[src/rtl/pc_sequencer.sv]
// pc_sequencer: hazard/redirect controller for the program counter of the
// 5-stage pipelined MIPS CPU. Picks the next PC and the PC write enable, and
// drives the IF/ID write plus the IF/ID, ID/EX and EX/MEM flush controls.
// It sequences load-use bubbles, branch/jump redirects and instruction-memory
// wait stalls, and keeps saturating stall/flush performance counters.
//
// Ports:
//   clk_i, rst_i            clock, asynchronous active-high reset
//   pc_cur_i                current PC from the program counter
//   load_use_i              load-use hazard detected in ID
//   jump_i, jump_target_i   J/JAL in ID and its target
//   branch_taken_i,
//   branch_target_i         branch resolved taken in MEM and its target
//   imem_ready_i            instruction memory delivers a fetch this cycle
//   pc_write_o, pc_next_o   PC write enable and next PC (combinational)
//   ifid_write_o            IF/ID load enable (combinational)
//   ifid_flush_o,
//   idex_flush_o,
//   exmem_flush_o           pipeline register clears (combinational)
//   state_o                 0 RUN, 1 LD_BUBBLE, 2 IMEM_WAIT
//   timeout_o               sticky: an imem wait lasted TIMEOUT cycles
//   stall_cnt_o             cycles with pc_write_o=0, saturating
//   flush_cnt_o             redirects taken, saturating
module pc_sequencer #(
    parameter int unsigned           PC_WIDTH  = 32,
    parameter logic [PC_WIDTH-1:0]   RESET_PC  = '0,
    parameter int unsigned           TIMEOUT   = 15,
    parameter int unsigned           CNT_WIDTH = 16
) (
    input  logic                 clk_i,
    input  logic                 rst_i,
    input  logic [PC_WIDTH-1:0]  pc_cur_i,
    input  logic                 load_use_i,
    input  logic                 jump_i,
    input  logic [PC_WIDTH-1:0]  jump_target_i,
    input  logic                 branch_taken_i,
    input  logic [PC_WIDTH-1:0]  branch_target_i,
    input  logic                 imem_ready_i,
    output logic                 pc_write_o,
    output logic [PC_WIDTH-1:0]  pc_next_o,
    output logic                 ifid_write_o,
    output logic                 ifid_flush_o,
    output logic                 idex_flush_o,
    output logic                 exmem_flush_o,
    output logic [1:0]           state_o,
    output logic                 timeout_o,
    output logic [CNT_WIDTH-1:0] stall_cnt_o,
    output logic [CNT_WIDTH-1:0] flush_cnt_o
);

    // Wait counter only needs to reach the largest legal TIMEOUT (255).
    localparam int unsigned WAIT_WIDTH = 8;

    typedef enum logic [1:0] {
        RUN       = 2'd0,
        LD_BUBBLE = 2'd1,
        IMEM_WAIT = 2'd2
    } state_t;

    state_t                state, state_nxt;
    logic [WAIT_WIDTH-1:0] wait_cnt, wait_nxt;
    logic                  redirect;

    assign state_o = state;

    // Per-cycle action in priority order: branch, jump, wait hold, load-use, miss, advance.
    always_comb begin
        pc_write_o    = 1'b1;
        pc_next_o     = pc_cur_i + PC_WIDTH'(4);
        ifid_write_o  = 1'b1;
        ifid_flush_o  = 1'b0;
        idex_flush_o  = 1'b0;
        exmem_flush_o = 1'b0;
        state_nxt     = RUN;
        wait_nxt      = '0;
        redirect      = 1'b0;

        if (branch_taken_i) begin
            // Branch beats a simultaneous jump; the jump in ID is flushed with it.
            pc_next_o     = branch_target_i;
            ifid_flush_o  = 1'b1;
            idex_flush_o  = 1'b1;
            exmem_flush_o = 1'b1;
            redirect      = 1'b1;
        end else if (jump_i) begin
            pc_next_o    = jump_target_i;
            ifid_flush_o = 1'b1;
            redirect     = 1'b1;
        end else if (state == IMEM_WAIT) begin
            // load_use_i is deliberately ignored until we are back in RUN.
            if (!imem_ready_i) begin
                pc_write_o   = 1'b0;
                ifid_flush_o = 1'b1;
                state_nxt    = IMEM_WAIT;
                wait_nxt     = (wait_cnt == '1) ? wait_cnt : wait_cnt + WAIT_WIDTH'(1);
            end
        end else if (state == RUN && load_use_i) begin
            pc_write_o   = 1'b0;
            ifid_write_o = 1'b0;
            idex_flush_o = 1'b1;
            state_nxt    = LD_BUBBLE;
        end else if (!imem_ready_i) begin
            pc_write_o   = 1'b0;
            ifid_flush_o = 1'b1;
            state_nxt    = IMEM_WAIT;
            wait_nxt     = WAIT_WIDTH'(1);
        end

        // Reset overrides everything so the pipeline is held and cleared.
        if (rst_i) begin
            pc_write_o    = 1'b0;
            pc_next_o     = RESET_PC;
            ifid_write_o  = 1'b0;
            ifid_flush_o  = 1'b1;
            idex_flush_o  = 1'b1;
            exmem_flush_o = 1'b1;
            redirect      = 1'b0;
        end
    end

    // State, wait counter, sticky timeout and performance counters.
    always_ff @(posedge clk_i or posedge rst_i) begin
        if (rst_i) begin
            state       <= RUN;
            wait_cnt    <= '0;
            timeout_o   <= 1'b0;
            stall_cnt_o <= '0;
            flush_cnt_o <= '0;
        end else begin
            state    <= state_nxt;
            wait_cnt <= wait_nxt;
            if (wait_nxt >= WAIT_WIDTH'(TIMEOUT)) begin
                timeout_o <= 1'b1;
            end
            if (!pc_write_o && stall_cnt_o != '1) begin
                stall_cnt_o <= stall_cnt_o + CNT_WIDTH'(1);
            end
            if (redirect && flush_cnt_o != '1) begin
                flush_cnt_o <= flush_cnt_o + CNT_WIDTH'(1);
            end
        end
    end

endmodule
[config.mk]
export PLATFORM = sky130hd
export DESIGN_NAME = pc_sequencer
export DESIGN_NICKNAME = d
export VERILOG_FILES = /design/src/rtl/pc_sequencer.sv
export SDC_FILE = /design/constraint.sdc
export NUM_CORES = 1
export LEC_CHECK = 0
export ABC_CLOCK_PERIOD_IN_PS = 4870
export CAP_MARGIN = 20
export CORE_MARGIN = 4
export CORE_UTILIZATION = 44
export CTS_CLUSTER_SIZE = 30
export DETAILED_ROUTE_END_ITERATION = 16
export GPL_ROUTABILITY_DRIVEN = 0
export GPL_TIMING_DRIVEN = 1
export PLACE_DENSITY = 0.93
export SLEW_MARGIN = 20
export SYNTH_ARGS = -nofsm -noshare
export SYNTH_HDL_FRONTEND = slang
export SYNTH_SLANG_ARGS = --single-unit
[constraint.sdc]
create_clock -name clk_i -period 4.87 [get_ports clk_i]
set_input_delay 0.7305 -clock clk_i [delete_from_list [all_inputs] [get_ports clk_i]]
set_output_delay 0.7305 -clock clk_i [all_outputs]
set_load 0.02 [all_outputs]
Yosys cells after proc, flatten, opt, wreduce, memory -nomap -nowiden
Index checks and enable logic that the tools add are counted.
Word-level totals
  output and inout port bits: 72
  word-level logic and storage cells: 61
  register bits: 43
  bits of input ports: 102
Operators by class
  add/subtract/negate cells: 4
  order comparisons: 1
  mux-type cells: 42
  equal/unequal tests: 4
  reductions and logical operators: 5
Operators by type and width (number)
  32-bit two-way mux: 3
  8-bit two-way mux: 5
  16-bit by 1-bit adder with 16-bit output (second input constant): 2
  32-bit by 3-bit adder with 32-bit output (second input constant): 1
  16-bit inequality test (second input constant): 2
  1-bit two-way mux: 29
  2-bit two-way mux: 5
  8-bit by 1-bit adder with 8-bit output (second input constant): 1
  8-bit == test (second input constant): 1
  8-bit by 4-bit greater-or-equal comparator with 1-bit output (second input constant): 1
  1-bit logical AND: 3
  2-bit == test (second input constant): 1
  2-bit logical NOT: 1
  1-bit logical NOT: 1

Logic depth before layout (Yosys ltp)
Gate-level depths: netlist (run 1).
  depth after elaboration: 9
  gate-level depth with buffers: 7
  depth with buffers taken out: 6

Worst setup path after synthesis (run 1)
No wires, ideal clock.
  path type: input-to-output
  start point: input rst_i
  end point: output pc_next_o[16]
  path buffers: 1
  data required time: 4140 ps
  slack: 1493 ps
  arrival: 2647 ps
  stages on the path: 4
  path through: clkbuf_1 -> inv_1 -> nand2_1 -> o22ai_1
On the way
  word-level cells in the longest chain between the ends: 1
RTL lines
  from (decl): line 31  | input logic rst_i,
  32-bit two-way mux: line 110  | if (rst_i) begin
  to (decl): line 40  | output logic [PC_WIDTH-1:0] pc_next_o,
No other way between the ends.

Final worst setup path (run 1)
  start point: input pc_cur_i[2]
  end point: output pc_next_o[28]
On the way
  word-level cells in the longest chain between the ends: 4
RTL lines
  from (decl): line 32  | input logic [PC_WIDTH-1:0] pc_cur_i,
  32-bit by 3-bit adder with 32-bit output: line 69  | pc_next_o = pc_cur_i + PC_WIDTH'(4);
  32-bit two-way mux: line 85  | end else if (jump_i) begin
  32-bit two-way mux: line 78  | if (branch_taken_i) begin
  32-bit two-way mux: line 110
No other way between the ends.

==> results of run 1 <==
worst paths after layout:
check,startpoint,end,cells after the start
worst max-delay path,pc_cur_i[2],pc_next_o[28],8
worst min-delay path,flush_cnt_o[15],flush_cnt_o[15],1
worst max register to register,state_o[0],stall_cnt_o[1],5
worst min register to register,flush_cnt_o[15],flush_cnt_o[15],1
max in group asynchronous,rst_i,flush_cnt_o[9],3
min in group asynchronous,rst_i,wait_cnt[7],3
power by group through the flow:
| stage | Clock, mW | Combinational [mW] | Sequential [mW] |
|---|---|---|---|
| 6_report | 0.229 | 0.569 | 0.495 |
| 5_1_grt | 0.246 | 0.608 | 0.507 |
| 4_1_cts | 0.233 | 0.572 | 0.493 |
| 3_5_place_dp | 0 | 0.568 | 0.499 |
| 3_3_place_gp | 0 | 0.552 | 0.492 |
| 2_1_floorplan | 0 | 0.199 | 0.552 |
layout by cell type, fill, tap and decap left out, types with 5 or more instances in the layout:
cell type / synthesis / routed
o22ai_1: 16 / 16
nand4_1: 20 / 20
a31oi_1: 5 / 5
and3_1: 7 / 7
a22oi_1: 8 / 8
clkbuf_8: 0 / 6
and4_1: 10 / 10
a211oi_1: 11 / 11
nand3_1: 26 / 26
nor3_1: 9 / 9
inv_1: 13 / 12
a21oi_1: 15 / 15
xnor2_1: 30 / 30
clkdlybuf4s50_1: 0 / 173
xor2_1: 25 / 25
buf_4: 0 / 5
mux2i_1: 8 / 8
nand2_1: 35 / 35
nor4_1: 6 / 6
nor2_1: 38 / 38
dfrtp_1: 43 / 43
o21ai_0: 15 / 15
routing by layer:
metal,global-route usage,vias to the layer above,part of all wire
met3,0.0516,28,0.079
met4,0.116,0,0.033
li1,-,1850,-
met5,0,-,0
met2,0.450,197,0.52
met1,0.289,1838,0.37
worst max-delay path: stages:
cell             delay, ns
clkdlybuf4s50_1       0.55
ha_1                  0.28
nand4_1               0.17
nor4_4                0.42
nand4_1               0.18
xor2_1                0.17
a211oi_1              0.28
clkdlybuf4s50_1       0.66
registers in the layout, indices dropped and copies added (netlist names):
name,count
flush_cnt_o,16
stall_cnt_o,16
state_o,2
timeout_o,1
wait_cnt,8
through the flow:
step	utilization	hold WS, ns	setup slack (ns)	area, sq um
after floorplan	-	0.565	1.49	3430
after global placement	0.709	0.477	0.814	5250
after detailed placement	0.709	0.485	0.694	5250
after CTS	0.721	0.498	0.693	5340
after global routing	0.721	0.523	0.490	5340
final	0.721	0.497	0.685	5340
Yosys cell counts, drive strengths merged (2+ instances only):
| master | n | share of area |
|---|---|---|
| nor2 | 39 | 0.043 |
| o31a | 2 | 0.0051 |
| and3 | 8 | 0.015 |
| mux2i | 8 | 0.023 |
| a211oi | 12 | 0.028 |
| buf | 5 | 0.0084 |
| xnor2 | 30 | 0.077 |
| a21oi | 16 | 0.024 |
| a22oi | 8 | 0.018 |
| or2 | 4 | 0.0080 |
| nand2 | 35 | 0.038 |
| and4 | 10 | 0.026 |
| o21ai | 17 | 0.025 |
| a31oi | 5 | 0.0091 |
| and2 | 4 | 0.0073 |
| xor2 | 25 | 0.064 |
| o21a | 4 | 0.0088 |
| mux2 | 2 | 0.0066 |
| clkbuf | 10 | 0.011 |
| nand3 | 27 | 0.041 |
| o22ai | 16 | 0.029 |
| nor3b | 3 | 0.0080 |
| inv | 14 | 0.015 |
| nand4 | 22 | 0.046 |
| nor3 | 11 | 0.019 |
| nor4 | 10 | 0.028 |
| dfrtp | 43 | 0.31 |
| ha | 4 | 0.015 |
kinds of logic (layout without fill, tap and decap cells):
family	Yosys count	count (layout)	synth area share
flip-flops	43	43	0.314
buffers and inverters	29	199	0.0347
XOR/XNOR	55	55	0.141
multiplexers	10	10	0.0299
AND/OR/NAND/NOR	181	181	0.301
adder cells (fa/ha/maj)	4	4	0.0146
AO/OA/AOI/OAI	87	87	0.165
final cells by class:
class	instances	area [sq um]	share of cell area
inverter	14	52.6	0.00984
sequential	43	1080	0.201
clock inverter	1	5.00	0.000937
multi-input combinational	337	2230	0.418
timing repair buffer	178	1770	0.331
clock buffer	6	82.6	0.0155
tap	99	124	0.0232
==> impl_metrics.csv, run 1 <==
group,metric,value,unit
placement,placed_cells,671,
grt,grt_pass1_wl,18600,um
cells_and_area,n_antenna_cell,0,
synth,synth.cell_area,0.00343,sq mm
cells_and_area,fillCellCount,545,
placement,place_hpwl,9600,um
clocking,clk-insertion-delay-late,0.30,ns
timing,setup_viol,0,
setup_path,critical_path_class,"in2out",
cells_and_area,layout.nets,685,
grt,grt_pass1_vias,3933,
flow_run,maxCapViolations,0,
timing,setup_tns,0,ns
grt,grt_max_degree,44,
grt,grt_util_all_layers,0.253,
setup_path,arrival,3.45,ns
synth,synthArstFlopShare,1.00,
timing,tightest_slew,0.742,ns
grt,antenna_found_initial,0,
setup_path,worstPathRequired,4.14,ns
power,internal_power,820,uW
setup_path,r2r_setup_slack,2.63,ns
power,p_switching,474,uW
floorplanning,coreArea,0.00741,sq mm
hold_path,hold_path_class,"reg2reg",
clocking,clock-sinks,43,
synth,ys_types,60,
timing,drv_slew,0,
cells_and_area,layoutNonFillerInstCount,678,
status,status,"complete, no violations",
power,p_seq_frac,0.383,
clocking,postCtsSetupRepairBufs,0,
grt,grt_overflow_total,0,
clocking,h-tree-depth,2,
synth,ys.flop_type,"dfrtp_1",
setup_path,endpoint_kind,"primary output",
floorplanning,row_count,31,
synth,synth.ff_latch_count,43,
cells_and_area,drive_gt1_frac,0.0570,
power,switching_share,0.366,
synth,yosysWarnings,0,
power,combPwrFrac,0.440,
floorplanning,dieHeight,96.2,um
power,power.leakage,2.07,nW
route,drtIter0Drc,137,
timing,finalHoldViolations,0,
power,p_clk_frac,0.177,
synth,synth_edf_count,0,
placement,portBuffers,173,
clocking,cts_resized,0,
setup_path,path_max_fanout,9,
route,first_pass_iters,4,
floorplanning,initial_core_util,0.462,
route,vias,3913,
synth,seq_area_frac_synth,0.314,
route,postRouteAntennaNets,0,
route,drc,0,
timing,rsz0062_at_grt,"false",
timing,max_slew_margin,0.505,
floorplanning,die-area,0.00926,sq mm
power,p_per_area,242,mW/mm^2
clocking,clk_pin_slew,0.07,ns
route,wl_per_cell,17.3,um
power,fin_total_pwr,1.29,mW
route,viasPerCell,5.77,
synth,synth_cells,409,
route,wl,11700,um
floorplanning,pin_count,174,
timing,fin_skew,0.0120,ns
clocking,hold_buffers,0,
cells_and_area,syn_to_final_growth,55.9,%
synth,synth.avg_cell_area,8.38,sq um
setup_path,startpoint_type,"input port",
timing,period_needed,4.18,ns
clocking,clk_path_buf_depth,2,
clocking,cts_tree,"built",
floorplanning,die_w,96.2,um
synth,synth_fp_nets,515,
clocking,cts_root_buf,"clkbuf_8",
timing,fmax,0.239,GHz
timing,finalCritPeriodShare,0.859,
clocking,cts_made_buffers,5,
power,vdd_drop_max,0.000132,V
Note: power is estimated with default switching activity, not from simulation.
==> run 2: changes to the inputs <==
Settings changed: PLACE_DENSITY 0.93 to 0.84, SLEW_MARGIN 20 to 0.
==> impl_metrics.csv, run 2 (synthesis results as in run 1) <==
group,metric,value,unit
grt,grt_max_degree,45,
cells_and_area,layout.nets,686,
cells_and_area,fillCellCount,565,
setup_path,endpoint_kind,"primary output",
placement,place_hpwl,9480,um
route,postRouteAntennaNets,0,
placement,post-place-ws,0.699,ns
setup_path,crit_path_top_delay_cell,"clkdlybuf4s50_1",
clocking,postCtsSetupRepairBufs,0,
power,p_per_area,250,mW/mm^2
clocking,clock-sinks,43,
grt,grt_pass1_vias,3840,
power,p_switching,472,uW
timing,rsz0062_at_grt,"false",
timing,drv_slew,0,
timing,max_slew_margin,0.522,
cells_and_area,ff_latch_area,0.00108,sq mm
cells_and_area,syn_to_final_growth,57.0,%
timing,period_needed,4.18,ns
cells_and_area,drive_gt1_frac,0.0602,
power,power.leakage,2.09,nW
clocking,cts_resized,0,
setup_path,critPathBufInv,2,
setup_path,path_common_cell,"clkdlybuf4s50_1",
route,vias,3921,
floorplanning,initial_core_util,0.462,
clocking,clk_path_buf_depth,2,
setup_path,r2r_setup_slack,2.64,ns
setup_path,cpPeakStageDelay,0.66,ns
route,wl_met2,6050,um
clocking,h-tree-depth,2,
cells_and_area,fin_util,0.726,
grt,grt_overflow_total,0,
cells_and_area,n_antenna_cell,0,
floorplanning,dieHeight,96.2,um
route,wl,11800,um
timing,fmax,0.239,GHz
route,routed.top_layer,"met4",
power,combPwrFrac,0.419,
cells_and_area,top_regs,"flush_cnt_o (16), stall_cnt_o (16), wait_cnt (8)",
floorplanning,die_w,96.2,um
timing,setup_viol,0,
route,first_pass_iters,4,
setup_path,arrival,3.45,ns
route,wl_per_cell,17.3,um
clocking,clk_pin_slew,0.08,ns
floorplanning,row_count,31,
route,drtIter0Drc,174,
power,switching_share,0.351,
cells_and_area,multi_input_area,0.00223,sq mm
setup_path,startpoint_type,"input port",
floorplanning,coreArea,0.00741,sq mm
setup_path,worstPathRequired,4.14,ns
clocking,hold_buffers,0,
power,p_clk_frac,0.216,
floorplanning,pin_count,174,
cells_and_area,final_cell_mix,"clkdlybuf4s50_1, dfrtp_1, nor2_1",
clocking,cts_tree,"built",
placement,portBuffers,173,
cells_and_area,final_common_cell,"clkdlybuf4s50_1",
route,drc,0,
status,status,"complete, no violations",
grt,grt_util_all_layers,0.252,
timing,setup_tns,0,ns
timing,finalCritPeriodShare,0.859,
power,internal_power,873,uW
timing,tightest_slew,0.716,ns
floorplanning,die-area,0.00926,sq mm
setup_path,cpLargestDelayFamily,"buffers and inverters",
grt,antenna_found_initial,0,
route,met3_length,990,um
clocking,clk-insertion-delay-late,0.30,ns
flow_run,maxCapViolations,0,
clocking,cts_made_buffers,5,
setup_path,path_max_fanout,9,
setup_path,path_cells,"clkdlybuf4s50_1 > ha_1 > nand4_1 > nor4_4 > nand3_1 > xnor2_1 > a211oi_1 > clkdlybuf4s50_1",
setup_path,critical_path_class,"in2out",
power,vdd_drop_max,0.000137,V
grt,grt_pass1_wl,18400,um
route,m1WireLength,4450,um
route,viasPerCell,5.77,
clocking,cts_root_buf,"clkbuf_8",
hold_path,hold_path_class,"reg2reg",
power,p_seq_frac,0.365,
timing,finalWorstSetupSlack,0.685,ns
timing,fin_skew,0.00711,ns
timing,finalHoldViolations,0,
-- run 2: cell types whose count changed in the layout (fill, tap and decap cells not counted), sizes merged --
cell	change
buf	+1
bufinv	+1
-- run 2: final cells by class --
class | instances | area share
tap | 99 | 0.0230
inverter | 14 | 0.00977
timing repair buffer | 179 | 0.330
clock buffer | 6 | 0.0154
clock inverter | 2 | 0.00651
multi-input combinational | 337 | 0.415
sequential | 43 | 0.200
-- run 2: stage by stage --
stage	cells	total power, mW	hold slack (ns)	cell area, sq um
after global routing	680	1.43	0.526	5380
final	680	1.35	0.489	5380
after detailed placement	672	1.06	0.472	5260
after global placement	672	1.05	0.476	5260
after floorplan	409	0.751	0.565	3430
after CTS	680	1.35	0.491	5380
-- run 2: power groups by stage --
stage               registers [mW]  logic, mW  clock network (mW)
floorplan                    0.552      0.199                   0
global placement             0.495      0.553                   0
detailed placement           0.497      0.564                   0
CTS                          0.491      0.567               0.295
global route                 0.505      0.607               0.315
finish                       0.491      0.564               0.290
-- run 2: path summary, 6_finish.rpt --
kind	start	to	depth (start not counted)
hold / removal	timeout_o	timeout_o	1
max in group asynchronous	rst_i	flush_cnt_o[0]	3
setup reg to reg	state_o[0]	stall_cnt_o[1]	5
min in group asynchronous	rst_i	flush_cnt_o[7]	3
hold reg to reg	timeout_o	timeout_o	1
setup / recovery	pc_cur_i[2]	pc_next_o[30]	8
-- run 2: per-layer routing --
layer | global-route usage | vias up
li1 | - | 1855
met1 | 0.292 | 1859
met2 | 0.452 | 183
met3 | 0.0625 | 24
met4 | 0.0758 | 0
met5 | 0 | -
